<file path="src/rtl/polaris_gpio_pkg.sv">
// polaris_gpio_pkg
//   Shared definitions for the polaris GPIO bank: TL-UL opcodes, the
//   register word-address map and the byte-mask expansion helper.
package polaris_gpio_pkg;

    localparam logic [2:0] PUT_FULL    = 3'd0;
    localparam logic [2:0] PUT_PARTIAL = 3'd1;
    localparam logic [2:0] GET         = 3'd4;
    localparam logic [2:0] ACK         = 3'd0;
    localparam logic [2:0] ACK_DATA    = 3'd1;

    typedef enum logic [3:0] {
        REG_OUT  = 4'd0,
        REG_TRI  = 4'd1,
        REG_IN   = 4'd2,
        REG_SET  = 4'd3,
        REG_CLR  = 4'd4,
        REG_TGL  = 4'd5,
        REG_IE   = 4'd6,
        REG_RISE = 4'd7,
        REG_FALL = 4'd8,
        REG_IP   = 4'd9
    } gpio_reg_e;

    // Highest mapped word address; 10..15 respond denied.
    localparam logic [3:0] REG_LAST = 4'd9;

    function automatic logic [31:0] expand_mask(input logic [3:0] mask);
        logic [31:0] res;
        for (int i = 0; i < 4; i++) begin
            res[8*i +: 8] = {8{mask[i]}};
        end
        return res;
    endfunction

endpackage

</file>
<file path="src/rtl/gpio_sync_edge.sv">
// gpio_sync_edge
//   Input synchroniser plus edge detector for the GPIO pads.
//   clk_i       : clock
//   rst_ni      : synchronous active-low reset
//   async_i     : raw pad inputs
//   rise_en_i   : per-pin rising-edge enable
//   fall_en_i   : per-pin falling-edge enable
//   in_o        : synchronised input value (last chain stage)
//   rise_o      : per-pin rising-edge event (one cycle)
//   fall_o      : per-pin falling-edge event (one cycle)
module gpio_sync_edge #(
    parameter int W      = 32,
    parameter int STAGES = 2
) (
    input  logic         clk_i,
    input  logic         rst_ni,
    input  logic [W-1:0] async_i,
    input  logic [W-1:0] rise_en_i,
    input  logic [W-1:0] fall_en_i,
    output logic [W-1:0] in_o,
    output logic [W-1:0] rise_o,
    output logic [W-1:0] fall_o
);

    // The chain and prev register come out of reset at 0, so a pad already
    // high would look like a rising edge; events stay masked until the chain
    // and prev have both been filled from the real pads.
    localparam int PRIME_MAX = STAGES + 1;
    localparam int CNT_W     = $clog2(PRIME_MAX + 1);

    logic [STAGES-1:0][W-1:0] sync_q;
    logic [W-1:0]             prev_q;
    logic [CNT_W-1:0]         prime_q;
    logic [CNT_W-1:0]         prime_d;
    logic                     primed;

    assign primed  = (prime_q == CNT_W'(PRIME_MAX));
    assign prime_d = primed ? prime_q : prime_q + 1'b1;

    always_ff @(posedge clk_i) begin
        if (!rst_ni) begin
            sync_q  <= '0;
            prev_q  <= '0;
            prime_q <= '0;
        end else begin
            sync_q  <= {sync_q[STAGES-2:0], async_i};
            prev_q  <= sync_q[STAGES-1];
            prime_q <= prime_d;
        end
    end

    assign in_o   = sync_q[STAGES-1];
    assign rise_o = primed ? ( in_o & ~prev_q & rise_en_i) : '0;
    assign fall_o = primed ? (~in_o &  prev_q & fall_en_i) : '0;

endmodule

</file>
<file path="src/rtl/polaris_gpio_irq.sv">
// polaris_gpio_irq
//   TL-UL slave GPIO bank with atomic SET/CLR/TGL, byte-masked writes,
//   synchronised inputs and per-pin rise/fall edge interrupts.
//   gpio_clock_i / gpio_resetn_i : clock, synchronous active-low reset
//   gpio_a_*                     : TL-UL A channel (address is a word index)
//   gpio_d_*                     : TL-UL D channel, single response register
//   outputs_o                    : pin output values (OUT)
//   t_o                          : tristate per pin, 1 = high-Z (TRI)
//   inputs_i                     : asynchronous pad inputs
//   irq_o                        : registered |(IP & IE)
module polaris_gpio_irq
    import polaris_gpio_pkg::*;
#(
    parameter int          TL_RS       = 4,
    parameter int          GPIO_W      = 32,
    parameter int          SYNC_STAGES = 2,
    parameter logic [31:0] OUT_RESET   = 32'h0
) (
    input  logic              gpio_clock_i,
    input  logic              gpio_resetn_i,
    input  logic [2:0]        gpio_a_opcode,
    input  logic [2:0]        gpio_a_param,
    input  logic [3:0]        gpio_a_size,
    input  logic [TL_RS-1:0]  gpio_a_source,
    input  logic [3:0]        gpio_a_address,
    input  logic [3:0]        gpio_a_mask,
    input  logic [31:0]       gpio_a_data,
    input  logic              gpio_a_corrupt,
    input  logic              gpio_a_valid,
    output logic              gpio_a_ready,
    output logic [2:0]        gpio_d_opcode,
    output logic [1:0]        gpio_d_param,
    output logic [3:0]        gpio_d_size,
    output logic [TL_RS-1:0]  gpio_d_source,
    output logic              gpio_d_denied,
    output logic [31:0]       gpio_d_data,
    output logic              gpio_d_corrupt,
    output logic              gpio_d_valid,
    input  logic              gpio_d_ready,
    output logic [GPIO_W-1:0] outputs_o,
    output logic [GPIO_W-1:0] t_o,
    input  logic [GPIO_W-1:0] inputs_i,
    output logic              irq_o
);

    logic [GPIO_W-1:0] out_q, out_d;
    logic [GPIO_W-1:0] tri_q, tri_d;
    logic [GPIO_W-1:0] ie_q, ie_d;
    logic [GPIO_W-1:0] rise_q, rise_d;
    logic [GPIO_W-1:0] fall_q, fall_d;
    logic [GPIO_W-1:0] ip_q, ip_d;
    logic [GPIO_W-1:0] ip_clr;
    logic              irq_q;

    logic [GPIO_W-1:0] in_sync, rise_ev, fall_ev;

    logic              d_valid_q;
    logic [2:0]        d_opcode_q;
    logic [3:0]        d_size_q;
    logic [TL_RS-1:0]  d_source_q;
    logic              d_denied_q;
    logic [31:0]       d_data_q;

    logic              accept, is_get, is_put, mapped, denied, wr_en;
    gpio_reg_e         reg_sel;
    logic [31:0]       wmask_full, wd_full, rdata;
    logic [GPIO_W-1:0] wm, wd;

    // a_param carries no meaning for Get/Put and is intentionally ignored.
    logic unused_a_param;
    assign unused_a_param = ^gpio_a_param;

    gpio_sync_edge #(
        .W      (GPIO_W),
        .STAGES (SYNC_STAGES)
    ) u_sync_edge (
        .clk_i     (gpio_clock_i),
        .rst_ni    (gpio_resetn_i),
        .async_i   (inputs_i),
        .rise_en_i (rise_q),
        .fall_en_i (fall_q),
        .in_o      (in_sync),
        .rise_o    (rise_ev),
        .fall_o    (fall_ev)
    );

    assign gpio_a_ready = !d_valid_q || gpio_d_ready;
    assign accept       = gpio_a_valid && gpio_a_ready;

    assign is_get  = (gpio_a_opcode == GET);
    assign is_put  = (gpio_a_opcode == PUT_FULL) || (gpio_a_opcode == PUT_PARTIAL);
    assign mapped  = (gpio_a_address <= REG_LAST);
    assign reg_sel = gpio_reg_e'(gpio_a_address);
    assign denied  = !(is_get || is_put) || gpio_a_corrupt || !mapped ||
                     (is_put && reg_sel == REG_IN);
    assign wr_en   = accept && is_put && !denied;

    assign wmask_full = expand_mask(gpio_a_mask);
    assign wd_full    = gpio_a_data & wmask_full;
    assign wm         = wmask_full[GPIO_W-1:0];
    assign wd         = wd_full[GPIO_W-1:0];

    always_comb begin
        out_d  = out_q;
        tri_d  = tri_q;
        ie_d   = ie_q;
        rise_d = rise_q;
        fall_d = fall_q;
        ip_clr = '0;
        if (wr_en) begin
            case (reg_sel)
                REG_OUT:  out_d  = (out_q  & ~wm) | wd;
                REG_TRI:  tri_d  = (tri_q  & ~wm) | wd;
                REG_SET:  out_d  = out_q | wd;
                REG_CLR:  out_d  = out_q & ~wd;
                REG_TGL:  out_d  = out_q ^ wd;
                REG_IE:   ie_d   = (ie_q   & ~wm) | wd;
                REG_RISE: rise_d = (rise_q & ~wm) | wd;
                REG_FALL: fall_d = (fall_q & ~wm) | wd;
                REG_IP:   ip_clr = wd;
                default:  ;
            endcase
        end
        // New events are ORed in after the clear so a coincident edge survives.
        ip_d = (ip_q & ~ip_clr) | rise_ev | fall_ev;
    end

    always_comb begin
        rdata = '0;
        case (reg_sel)
            REG_OUT:  rdata = 32'(out_q);
            REG_TRI:  rdata = 32'(tri_q);
            REG_IN:   rdata = 32'(in_sync);
            REG_IE:   rdata = 32'(ie_q);
            REG_RISE: rdata = 32'(rise_q);
            REG_FALL: rdata = 32'(fall_q);
            REG_IP:   rdata = 32'(ip_q);
            default:  rdata = '0;
        endcase
    end

    always_ff @(posedge gpio_clock_i) begin
        if (!gpio_resetn_i) begin
            out_q  <= OUT_RESET[GPIO_W-1:0];
            tri_q  <= '1;
            ie_q   <= '0;
            rise_q <= '0;
            fall_q <= '0;
            ip_q   <= '0;
            irq_q  <= 1'b0;
        end else begin
            out_q  <= out_d;
            tri_q  <= tri_d;
            ie_q   <= ie_d;
            rise_q <= rise_d;
            fall_q <= fall_d;
            ip_q   <= ip_d;
            irq_q  <= |(ip_q & ie_q);
        end
    end

    always_ff @(posedge gpio_clock_i) begin
        if (!gpio_resetn_i) begin
            d_valid_q  <= 1'b0;
            d_opcode_q <= '0;
            d_size_q   <= '0;
            d_source_q <= '0;
            d_denied_q <= 1'b0;
            d_data_q   <= '0;
        end else if (accept) begin
            d_valid_q  <= 1'b1;
            d_opcode_q <= is_get ? ACK_DATA : ACK;
            d_size_q   <= gpio_a_size;
            d_source_q <= gpio_a_source;
            d_denied_q <= denied;
            d_data_q   <= (is_get && !denied) ? rdata : '0;
        end else if (gpio_d_ready) begin
            d_valid_q  <= 1'b0;
        end
    end

    assign gpio_d_valid   = d_valid_q;
    assign gpio_d_opcode  = d_opcode_q;
    assign gpio_d_param   = '0;
    assign gpio_d_size    = d_size_q;
    assign gpio_d_source  = d_source_q;
    assign gpio_d_denied  = d_denied_q;
    assign gpio_d_data    = d_data_q;
    assign gpio_d_corrupt = 1'b0;

    assign outputs_o = out_q;
    assign t_o       = tri_q;
    assign irq_o     = irq_q;

endmodule

</file>
<file path="config.mk">
export PLATFORM = sky130hd
export DESIGN_NAME = polaris_gpio_irq
export DESIGN_NICKNAME = d
export VERILOG_FILES = /design/src/rtl/polaris_gpio_pkg.sv /design/src/rtl/gpio_sync_edge.sv /design/src/rtl/polaris_gpio_irq.sv
export SDC_FILE = /design/constraint.sdc
export NUM_CORES = 1
export LEC_CHECK = 0
export ABC_CLOCK_PERIOD_IN_PS = 2300
export CAP_MARGIN = 10
export CELL_PAD_IN_SITES_DETAIL_PLACEMENT = 0
export CELL_PAD_IN_SITES_GLOBAL_PLACEMENT = 1
export CORE_MARGIN = 2
export CORE_UTILIZATION = 42
export CTS_CLUSTER_DIAMETER = 200
export DETAILED_ROUTE_END_ITERATION = 8
export HOLD_SLACK_MARGIN = 0.02
export PLACE_DENSITY_LB_ADDON = 0.1
export SLEW_MARGIN = 30
export SYNTH_ARGS = -nofsm -noshare
export SYNTH_HDL_FRONTEND = slang
export SYNTH_SLANG_ARGS = --single-unit
</file>
<file path="constraint.sdc">
create_clock -name gpio_clock_i -period 2.3 [get_ports gpio_clock_i]
set_clock_uncertainty 0.15 [all_clocks]
set_input_delay 0.46 -clock gpio_clock_i [delete_from_list [all_inputs] [get_ports gpio_clock_i]]
set_output_delay 0.46 -clock gpio_clock_i [all_outputs]
set_load 0.02 [all_outputs]
</file>
==> results by group <==
Timing
  – Max Slew Vio Count: 0
  – Tmin final: 2.251 ns
  – TNS Setup: 0 ns
  – Crit share post-route: 0.9785
  – Final hold vios: 0
  – Worst-Margin Slew: 0.8185 ns
  – FMAX: 444.3 MHz
  – Final setup fails: 0
  – RSZ-0062 raised after global routing: no
  – Worst setup margin: 0.04943 ns
  – Slew Limit Headroom: 0.4514

Synthesis
  – Area leader, netlist: dfxtp_1
  – Cells after Synth: 1606
  – EDFF count, synth: 0
  – Ys async rst share: 0
  – Seq cells post-synth: 334
  – Unique masters post-synth: 61
  – Main synth FF type: dfxtp_1
  – Sequential area share after synthesis: 0.4570
  – Syn Area/Cell: 9.110 um^2
  – Synth top area cells: dfxtp_1, mux2i_1, nand2_1, o21ai_0, and2_1
  – Share of the synthesized area in the top cell type: 0.4570
  – Synth Cell Area: 0.01463 mm^2
  – Synth warnings: 0

Route
  – First DRT Iteration DRCs: 1216
  – DRC viols: 0
  – DR pass1 iterations: 6
  – Via density: 5.759
  – Post-route ant nets: 0
  – Wire per inst: 23.24 um
  – Final WL: 53.91 mm
  – Via count: 13360

Setup path
  – Sequence of cells on the critical path: clkdlybuf4s50_1 -> buf_4 -> or2_2 -> o31a_1 -> or4b_4 -> buf_12 -> o21ai_1
  – CP endpoint kind: register
  – Critical path startpoint category: input pin
  – Worst EP required: 2.58 ns
  – CP max stage delay: 0.56 ns
  – Worst Setup EP: gpio_d_data[23]$_SDFFE_PN0P_
  – Slowest cell on the critical path: or4b_4
  – R2r setup slk: 0.22 ns
  – Cell depth of the worst setup path: 7
  – CP Class: in -> reg
  – Worst R2R End: gpio_d_data[23]$_SDFFE_PN0P_
  – R2R Path Start: gpio_d_valid$_SDFFE_PN0P_
  – Reg2reg path depth: 7
  – Critical path origin: gpio_a_address[2]
  – CP Max Fanout: 17
  – Worst EP arrival: 2.53 ns
  – WP buf/inv: 3
  – Crit-path leading delay family: buffers and inverters

Global routing
  – Top Usage Layer GRT: met2
  – Largest net degree at the start of global routing: 109
  – Met1 Use GR: 0.4081
  – Global-route wire length before repair: 80.42 mm
  – Initial antenna violation count: 0
  – Vias in the first global route: 12900
  – GR Util met2: 0.4603
  – Met3 usage: 0.04785
  – GR Util All Layers: 0.2928
  – GR Overflow Total: 0

Clock network
  – Clock Pin Slew Worst Setup and Hold Paths: 0.06 ns
  – Skew-Pair Late Insertion Delay: 0.52 ns
  – CTS buffer count: 37
  – CTS max path bufs: 3
  – CTS tree: built
  – H-tree level count: 2
  – Clock root buffer: clkbuf_16
  – CTS sink count: 334
  – Postcts setup bufs: 0

Floorplan
  – Die Area: 0.03634 mm^2
  – Core Area: 0.03446 mm^2
  – Width of the die: 190.6 um
  – Starting density of the core: 0.4246
  – IO Pins: 205
  – Die span in y: 190.6 um
  – Rows: 68

Power and ir drop
  – Flop pwr share: 0.470
  – Max IR drop VDD: 0.4172 mV
  – Switch share: 0.2403
  – Pwr dens: 661.3 mW/mm^2
  – Psw: 0.003030 W
  – Leakage Power: 7.420 nW
  – Clk pwr share: 0.438
  – Combinational share of power: 0.092
  – Internal power: 0.009581 W

Min path
  – Hold Crit Class: in -> reg
  – Min-Delay Startpoint: gpio_resetn_i

Placement
  – Gpl congestion: 0.8879
  – Place WS: -0.4383 ns
  – Port bufs: 196
  – DPL Wire Length: 37.67 mm

Finish
  – Fin util: 0.5535
  – Ant diodes: 0
  – Share of cells above drive strength 1: 0.1282
  – Area Growth Syn to Fin: 30.36%
  – NumNets Final: 1966

Flow run
  – Max_cap viols: 0

Status
  – Status: finished, final reports clean
[worst min-delay path by stage]
stage | depth (start not counted) | to | slack, ns
after global routing | 3 | register | 0.12
after detailed placement | 1 | u_sync_edge.in_o[13]$_SDFF_PN0_ | 0.27
final | 3 | register | 0.12
after CTS | 3 | register | 0.10
after global placement | 1 | u_sync_edge.in_o[15]$_SDFF_PN0_ | 0.26
after floorplan | 1 | u_sync_edge.in_o[0]$_SDFF_PN0_ | 0.26
[cells in the mapped netlist, drive strengths merged, types with 2 or more instances]
cell type / count
nor4b: 3
or2: 3
ha: 33
nand3b: 34
o221a: 33
o21ai: 161
nor3b: 3
o2bb2ai: 32
buf: 38
nand2: 275
a21o: 23
nor4: 2
o22ai: 24
a2bb2oi: 3
nor3: 10
a221oi: 22
a22o: 25
o31a: 5
mux2: 6
dfxtp: 334
nor2: 14
o311ai: 8
a22oi: 19
a31oi: 4
clkbuf: 87
a211oi: 2
nand2b: 2
and2: 99
nand4: 13
or3: 4
a222oi: 2
or3b: 2
mux2i: 125
nor2b: 8
inv: 16
a21oi: 78
nand3: 40
a2111oi: 5
[metal layers]
layer	wire length (um)	up-vias
met1	24440	6451
met4	1608	0
li1	-	6242
met5	0	-
met3	3928	108
met2	23930	560
[what timing repair did]
action                                  4_1_cts  5_1_grt
resized for setup                             2        2
hold buffers                                  0        0
endpoints found under the setup margin        2        2
[metrics by stage]
stage | hold slack, ns | cell area [um^2] | power [W] | cells
CTS | 0.1047 | 19070 | 0.01271 | 2320
global placement | 0.2643 | 17970 | 0.007187 | 2258
detailed placement | 0.2684 | 17980 | 0.007199 | 2258
floorplan | 0.2619 | 14650 | 0.006597 | 1610
global route | 0.1168 | 19070 | 0.01302 | 2320
finish | 0.1177 | 19070 | 0.01261 | 2320
[power groups by stage]
stage                     Combinational, W  Clock [W]  Sequential (W)
final                              0.00115    0.00552         0.00593
after global routing               0.00122    0.00585         0.00594
after CTS                          0.00115    0.00563         0.00593
after detailed placement           0.00114          0         0.00606
after global placement             0.00113          0         0.00606
after floorplan                   0.000538          0         0.00606
[cell type report]
cell class,count,area [um^2]
well taps,455,569.3
inverters,17,63.81
clock inverters,6,55.05
clock buffers,56,1037
multi-input cells,1134,7403
flip-flops and latches,334,6686
fillers,3185,15390
repair buffers,318,3257
[worst min-delay path: cells and delay by family]
family	cells	cell delay, ns
and+or+nand+nor	1	0.07
buffers and inverters	1	0.14
muxes	1	0.05
[cells by family (layout without fill, tap and decap cells)]
kind of cell / Yosys count / count (layout) / share of synthesized area
other cells: 1 / 5 / 0.0002563
compound gates: 447 / 447 / 0.2043
mux: 131 / 131 / 0.09014
buf+inv: 142 / 397 / 0.04062
fa+ha+maj: 33 / 33 / 0.02822
xor+xnor: 2 / 2 / 0.001198
simple gates: 516 / 516 / 0.1782
flops: 334 / 334 / 0.4570
[placed cells by master (no fill, tap or decap), types with 8 or more instances in the layout]
master           Yosys  layout
clkbuf_1            86      15
o2bb2ai_1           32      32
a21oi_1             78      77
o22ai_1             24      24
o221a_2             33      33
inv_1               14      14
and2_1              98      98
nor2_1              14      14
a22oi_1             17      17
buf_4                7      92
nand3b_1            34      34
dfxtp_1            334     334
ha_1                33      33
o21ai_0            133     133
clkbuf_16            0      37
a21o_1              23      23
buf_12               0      31
a221oi_1            22      22
mux2i_1            125     125
clkdlybuf4s50_1      0     191
nand4_1              9       9
a22o_1              25      25
nand3_1             36      36
nand2_1            275     275
nor2b_1              8       8
o21ai_1             28      28
(Power assumes the default switching activity.)
==> RTL change 1: new RTL, same settings <==
Set the parameter `GPIO_W` to 16 (it was 32).
--- a/src/rtl/polaris_gpio_irq.sv
+++ b/src/rtl/polaris_gpio_irq.sv
@@ -14,3 +14,3 @@
     parameter int          TL_RS       = 4,
-    parameter int          GPIO_W      = 32,
+    parameter int          GPIO_W      = 16,
     parameter int          SYNC_STAGES = 2,
Ports: changed (resized inputs_i, outputs_o and t_o); port bits go from 205 to 157. No check against the original RTL was run, so the function may have changed too.
==> RTL change 1 against the unedited design <==
  * Synthesized area fell by 44%
  * Sequential cell count fell by 160
  * Total power fell by 45%
  * First-iteration DRC count fell by 53%
  * Sequential power fell by 48%
  * Utilization rose by 2.0 points
  * Final cell count fell by 40%
  * Global-route usage fell by 3.7 points
  * Register-to-register slack improved by 0.31 ns
  * Setup slack improved by 0.050 ns
  * Routed wire length fell by 52%
  * Final area fell by 42%
  * Largest power group unchanged
==> RTL change 1: results (changes against the unedited design) <==
| Metric | Value |
|---|---|
| Hpwl dp | 19500 um (-48%) |
| Largest net degree at the start of global routing | 37 (-66%) |
| Gr usage total | 0.255 (-0.0374) |
| Most frequent cells after synthesis | dfxtp_1, nand2_1, mux2i_1 |
| Vias in the first global route | 6864 (-47%) |
| WHS Path Cells | 2 (-1) |
| DRT Pass-1 Iters | 5 (-1) |
| Most used flip-flop cell after synthesis | dfxtp_1 |
| Initial antenna violation count | 0 (unchanged) |
| Hold_sp | gpio_resetn_i |
| Peak supply drop | 0.000566 V (+36%) |
| Layout cells sized above 1 | 0.163 (+0.0353) |
| DR vias/cell | 5.30 (-8.0%) |
| Leak pwr | 0.00439 uW (-41%) |
| Clock buffer depth | 2 (-1) |
| R2r endpoint | outputs_o[14] |
| Drt wl/cell | 18.4 um (-21%) |
| # placed instances | 1365 (-40%) |
| First-pass GRT wire length | 39600 um (-51%) |
| Drt first-iter violations | 571 (-53%) |
| Fillers | 1769 (-44%) |
| CP max stage cell | clkdlybuf4s50_1 |
| Family with the most delay on the worst path | buffers and inverters |
| I/O Buffers | 114 (-42%) |
| H-tree depth | 4 (+2) |
| Status | finished, final reports clean |
| CTS buffer count | 17 (-54%) |
| Worst-Skew Late Latency | 0.43 ns (-0.09 ns) |
| Async S/R FF share, synth | 0 (unchanged) |
| Worst hold path class | in -> reg |
| R2R Path Start | gpio_d_valid |
| Total number of yosys warnings | 0 (unchanged) |
| Post-Route WL | 25800 um (-52%) |
| Reg2Reg Setup Slack | 0.53 ns (+0.31 ns) |
| Clock slew at reported path FFs | around 0.070 ns |
| Top post-synthesis cells by area | dfxtp_1, mux2i_1, nand2_1 |
| Count of different cell masters after synthesis | 61 (unchanged) |
| Critical path arrival | 1.59 ns (-0.94 ns) |
| Nets | 1211 (-38%) |
| Sequential share of the synthesized area | 0.426 (-0.0310) |
| Mean Syn Cell Area | 8.87 um2 (-2.7%) |
| Reg2Reg Depth | 5 (-2) |
| Root Buffer | clkbuf_16 |
| Buffer count from post-CTS setup fixing | 0 (unchanged) |
| Ant diodes | 0 (unchanged) |
| Sw Share | 0.260 (+0.0202) |
| Setup_tns | 0 ns (unchanged) |
| CP max FO | 4 (-13) |
| Final GP Congestion | 0.918 (+3.3%) |
| CP peak stage delay | 0.67 ns (+0.11 ns) |
==> RTL change 1: worst max-delay path by stage <==
stage,from,endpoint,depth (start not counted)
5_1_grt,gpio_a_address[1],gpio_d_data[1],9
3_5_place_dp,gpio_a_address[1],register,7
3_3_place_gp,gpio_a_address[1],gpio_d_data[3],8
6_report,outputs_o[8],outputs_o[8],1
2_1_floorplan,gpio_a_address[2],outputs_o[10],7
4_1_cts,outputs_o[2],outputs_o[2],1
==> RTL change 1: metal layers <==
layer	wire, um	track usage
met5	0	0
met2	11800	0.409
met1	11800	0.349
met3	1390	0.0427
met4	706	0.0882
==> RTL change 1: logic make-up (layout without fill, tap and decap cells) <==
logic type / count (synthesis) / in the layout / share of synthesized area
simple gates: 318 / 318 / 0.199
compound gates: 208 / 208 / 0.179
flops: 174 / 174 / 0.426
buf+inv: 122 / 312 / 0.0687
mux: 80 / 80 / 0.0987
fa+ha+maj: 17 / 17 / 0.0260
xor+xnor: 2 / 2 / 0.00214
other cells: 1 / 21 / 0.000459
==> RTL change 1: cell type report <==
type / instances / area (um2) / share of cell area
multi-input combinational: 646 / 4210 / 0.381
clock buffer: 18 / 439 / 0.0397
sequential: 174 / 3480 / 0.315
clock inverter: 14 / 174 / 0.0157
tap: 265 / 332 / 0.0300
inverter: 36 / 135 / 0.0122
timing repair buffer: 244 / 2280 / 0.206
==> RTL change 1: per-stage QoR <==
| step | util | hold slack, ns | instance area (um2) | setup WS (ns) |
|---|---|---|---|---|
| after floorplan | - | 0.262 | 8250 | 0.275 |
| after global placement | 0.542 | 0.266 | 10400 | -0.242 |
| after detailed placement | 0.542 | 0.267 | 10400 | -0.259 |
| after CTS | 0.573 | 0.225 | 11000 | 0.0719 |
| after global routing | 0.573 | 0.252 | 11100 | 0.0642 |
| final | 0.573 | 0.242 | 11100 | 0.0996 |
==> RTL change 1: power groups by stage <==
stage | clock network [uW] | registers, uW | logic [uW]
detailed placement | 0 | 3170 | 730
finish | 3050 | 3100 | 732
global placement | 0 | 3170 | 725
global route | 3200 | 3100 | 795
floorplan | 0 | 3180 | 367
CTS | 3090 | 3100 | 732
==> RTL change 1: what timing repair did <==
item                       4_1_cts  5_1_grt
gates cloned                     0        0
setup endpoints to repair        1        2
resized for setup                1        2
==> RTL change 2: new RTL, config.mk and constraints unchanged <==
Without the edit above. Register the output `irq_o` once more, with the module's reset; this adds one clock of latency there. The other outputs are not delayed to match. Comments in the files are not updated.
--- a/src/rtl/polaris_gpio_irq.sv
+++ b/src/rtl/polaris_gpio_irq.sv
@@ -192,3 +192,9 @@
     assign t_o       = tri_q;
-    assign irq_o     = irq_q;
+    always_ff @(posedge gpio_clock_i) begin
+        if (!gpio_resetn_i) begin
+            irq_o <= '0;
+        end else begin
+            irq_o <= irq_q;
+        end
+    end
 
Behaviour: not the same (Yosys sat finds a counterexample within 10 cycles, from zero or initial values and one cycle with gpio_resetn_i low).
==> RTL change 2 against the unedited design <==
  * Non-clock buffer count rose by 30
  * Routed wire length is 0.80% lower
  * Final area increased by 2.5%
  * Sequential cell count grew 1
  * Synthesized area grew 0.70%
  * Setup slack better by 0.031 ns
  * Total power rose by 1.6%
  * First-iteration DRC count shrank 14%
  * Die area up 0.68%
  * Critical path type unchanged
  * Highest routed layer unchanged
==> RTL change 2: results (changes against the unedited design) <==
| Metric | Value |
|---|---|
| Status | finished, final reports clean |
| CTS buffer count | 38 (+2.7%) |
| Count of different cell masters after synthesis | 63 (+3.3%) |
| Critical path arrival | 2.51 ns (-0.02 ns) |
| Total number of yosys warnings | 0 (unchanged) |
| Worst-Skew Late Latency | 0.52 ns (about the same) |
| Clock buffer depth | 3 (unchanged) |
| Max_cap viols | 0 (unchanged) |
| Layout cells sized above 1 | 0.124 (-0.00427) |
| Sequential share of the synthesized area | 0.455 (-0.00182) |
| Final GP Congestion | 0.910 (+2.5%) |
| Worst slew margin | 0.562 (+0.110) |
| Hpwl dp | 38100 um (+1.1%) |
| DR vias/cell | 5.69 (-1.3%) |
| Most frequent cells after synthesis | dfxtp_1, nand2_1, mux2i_1 |
| Leak pwr | 0.00772 uW (+4.0%) |
| Buffer count from post-CTS setup fixing | 0 (unchanged) |
| Post-Route WL | 53500 um (-0.80%) |
| Post-CTS sizing | 1 (-1) |
| H-tree depth | 2 (unchanged) |
| Root Buffer | clkbuf_16 |
| Finish-stage setup viols | 0 (unchanged) |
| Drt first-iter violations | 1045 (-14%) |
| Peak supply drop | 0.000478 V (+15%) |
| Nets | 2008 (+2.1%) |
| I/O Buffers | 196 (unchanged) |
| Clock slew at reported path FFs | 0.06 ns (about the same) |
| Initial antenna violation count | 0 (unchanged) |
| Worst hold path class | in -> reg |
| First-pass GRT wire length | 80300 um (-0.15%) |
| Gr usage total | 0.290 (-0.00229) |
| Dpl ws | -0.433 ns (+0.00489 ns) |
| Top post-synthesis cells by area | dfxtp_1, mux2i_1, nand2_1 |
| Reg2Reg Setup Slack | 0.39 ns (+0.17 ns) |
| DRT Pass-1 Iters | 6 (unchanged) |
| Largest net degree at the start of global routing | 74 (-32%) |
| CP max FO | 11 (-6) |
| Async S/R FF share, synth | 0 (unchanged) |
| Reg2Reg Depth | 7 (unchanged) |
| Most used flip-flop cell after synthesis | dfxtp_1 |
| WHS Path Cells | 2 (-1) |
| Ant diodes | 0 (unchanged) |
| Hold_sp | gpio_resetn_i |
| Number of enable flip-flop cells after synthesis | 0 (unchanged) |
| R2R Path Start | gpio_d_valid |
| Worst hold slack | 0.233 ns (+0.115 ns) |
RTL change 2: cell types whose count changed after synthesis, moves of 28 or more:
cell / delta
o22ai_1: +71
inv_1: +56
mux2i_1: +40
nor4_1: +32
a31oi_1: +28
nand3b_1: -32
o221a_2: -32
a21oi_1: -42
nor2_1: +29
o21ai_0: -91
nand3_1: -33
RTL change 2: worst max-delay path, stage by stage:
cell             delay, ns
clkdlybuf4s50_1       0.48
buf_4                 0.20
buf_4                 0.14
nor2b_1               0.54
buf_4                 0.30
a22o_1                0.14
a221oi_1              0.08
o21ai_0               0.17
RTL change 2: final cells by class:
class	count	area [um2]
multi-input cells	1090	7290
repair buffers	348	3570
inverters	71	267
clock buffers	59	1130
fillers	3137	15000
flip-flops and latches	335	6710
clock inverters	2	21.3
well taps	455	569
RTL change 2: worst max-delay path by stage:
stage                            startpoint         endpoint  slack, ns  cells after the start
final                     gpio_a_address[1]  gpio_d_data[16]       0.08                      8
after global routing       gpio_a_opcode[1]         register       0.02                      7
after CTS                     outputs_o[20]    outputs_o[20]       0.07                      1
after detailed placement  gpio_a_address[2]  gpio_d_data[27]      -0.43                      9
after global placement    gpio_a_address[2]  gpio_d_data[16]      -0.41                      8
after floorplan           gpio_a_address[3]    outputs_o[25]       0.24                      7
RTL change 2: layer usage:
metal / vias up / global-route usage / routed length (um)
met1: 6434 / 0.404 / 24000
met3: 108 / 0.0400 / 3560
met2: 575 / 0.463 / 24100
li1: 6301 / - / -
met4: 0 / 0.0976 / 1830
met5: - / 0 / 0
RTL change 2: logic make-up after synthesis:
kind of cell    Yosys count  synth area share
flops                   335             0.455
buf+inv                 190            0.0530
xor+xnor                  2           0.00119
other cells               1          0.000255
mux                     169             0.115
fa+ha+maj                33            0.0280
simple gates            522             0.178
compound gates          359             0.169
RTL change 2: power breakdown:
part           leakage, uW  switching [uW]  total, uW  internal [uW]
clock network     0.000564            2320       5670           3350
registers          0.00272            56.5       5950           5900
logic              0.00444             681       1200            517
RTL change 2: metrics by stage:
stage | TNS (ns) | instances | utilization | power [uW] | area (um2)
2_1_floorplan | 0 | 1615 | - | 6620 | 14700
3_3_place_gp | -61.58 | 2299 | 0.533 | 7250 | 18400
3_5_place_dp | -67.23 | 2299 | 0.533 | 7260 | 18400
4_1_cts | 0 | 2360 | 0.566 | 12900 | 19500
5_1_grt | 0 | 2360 | 0.566 | 13200 | 19600
6_report | 0 | 2360 | 0.566 | 12800 | 19600
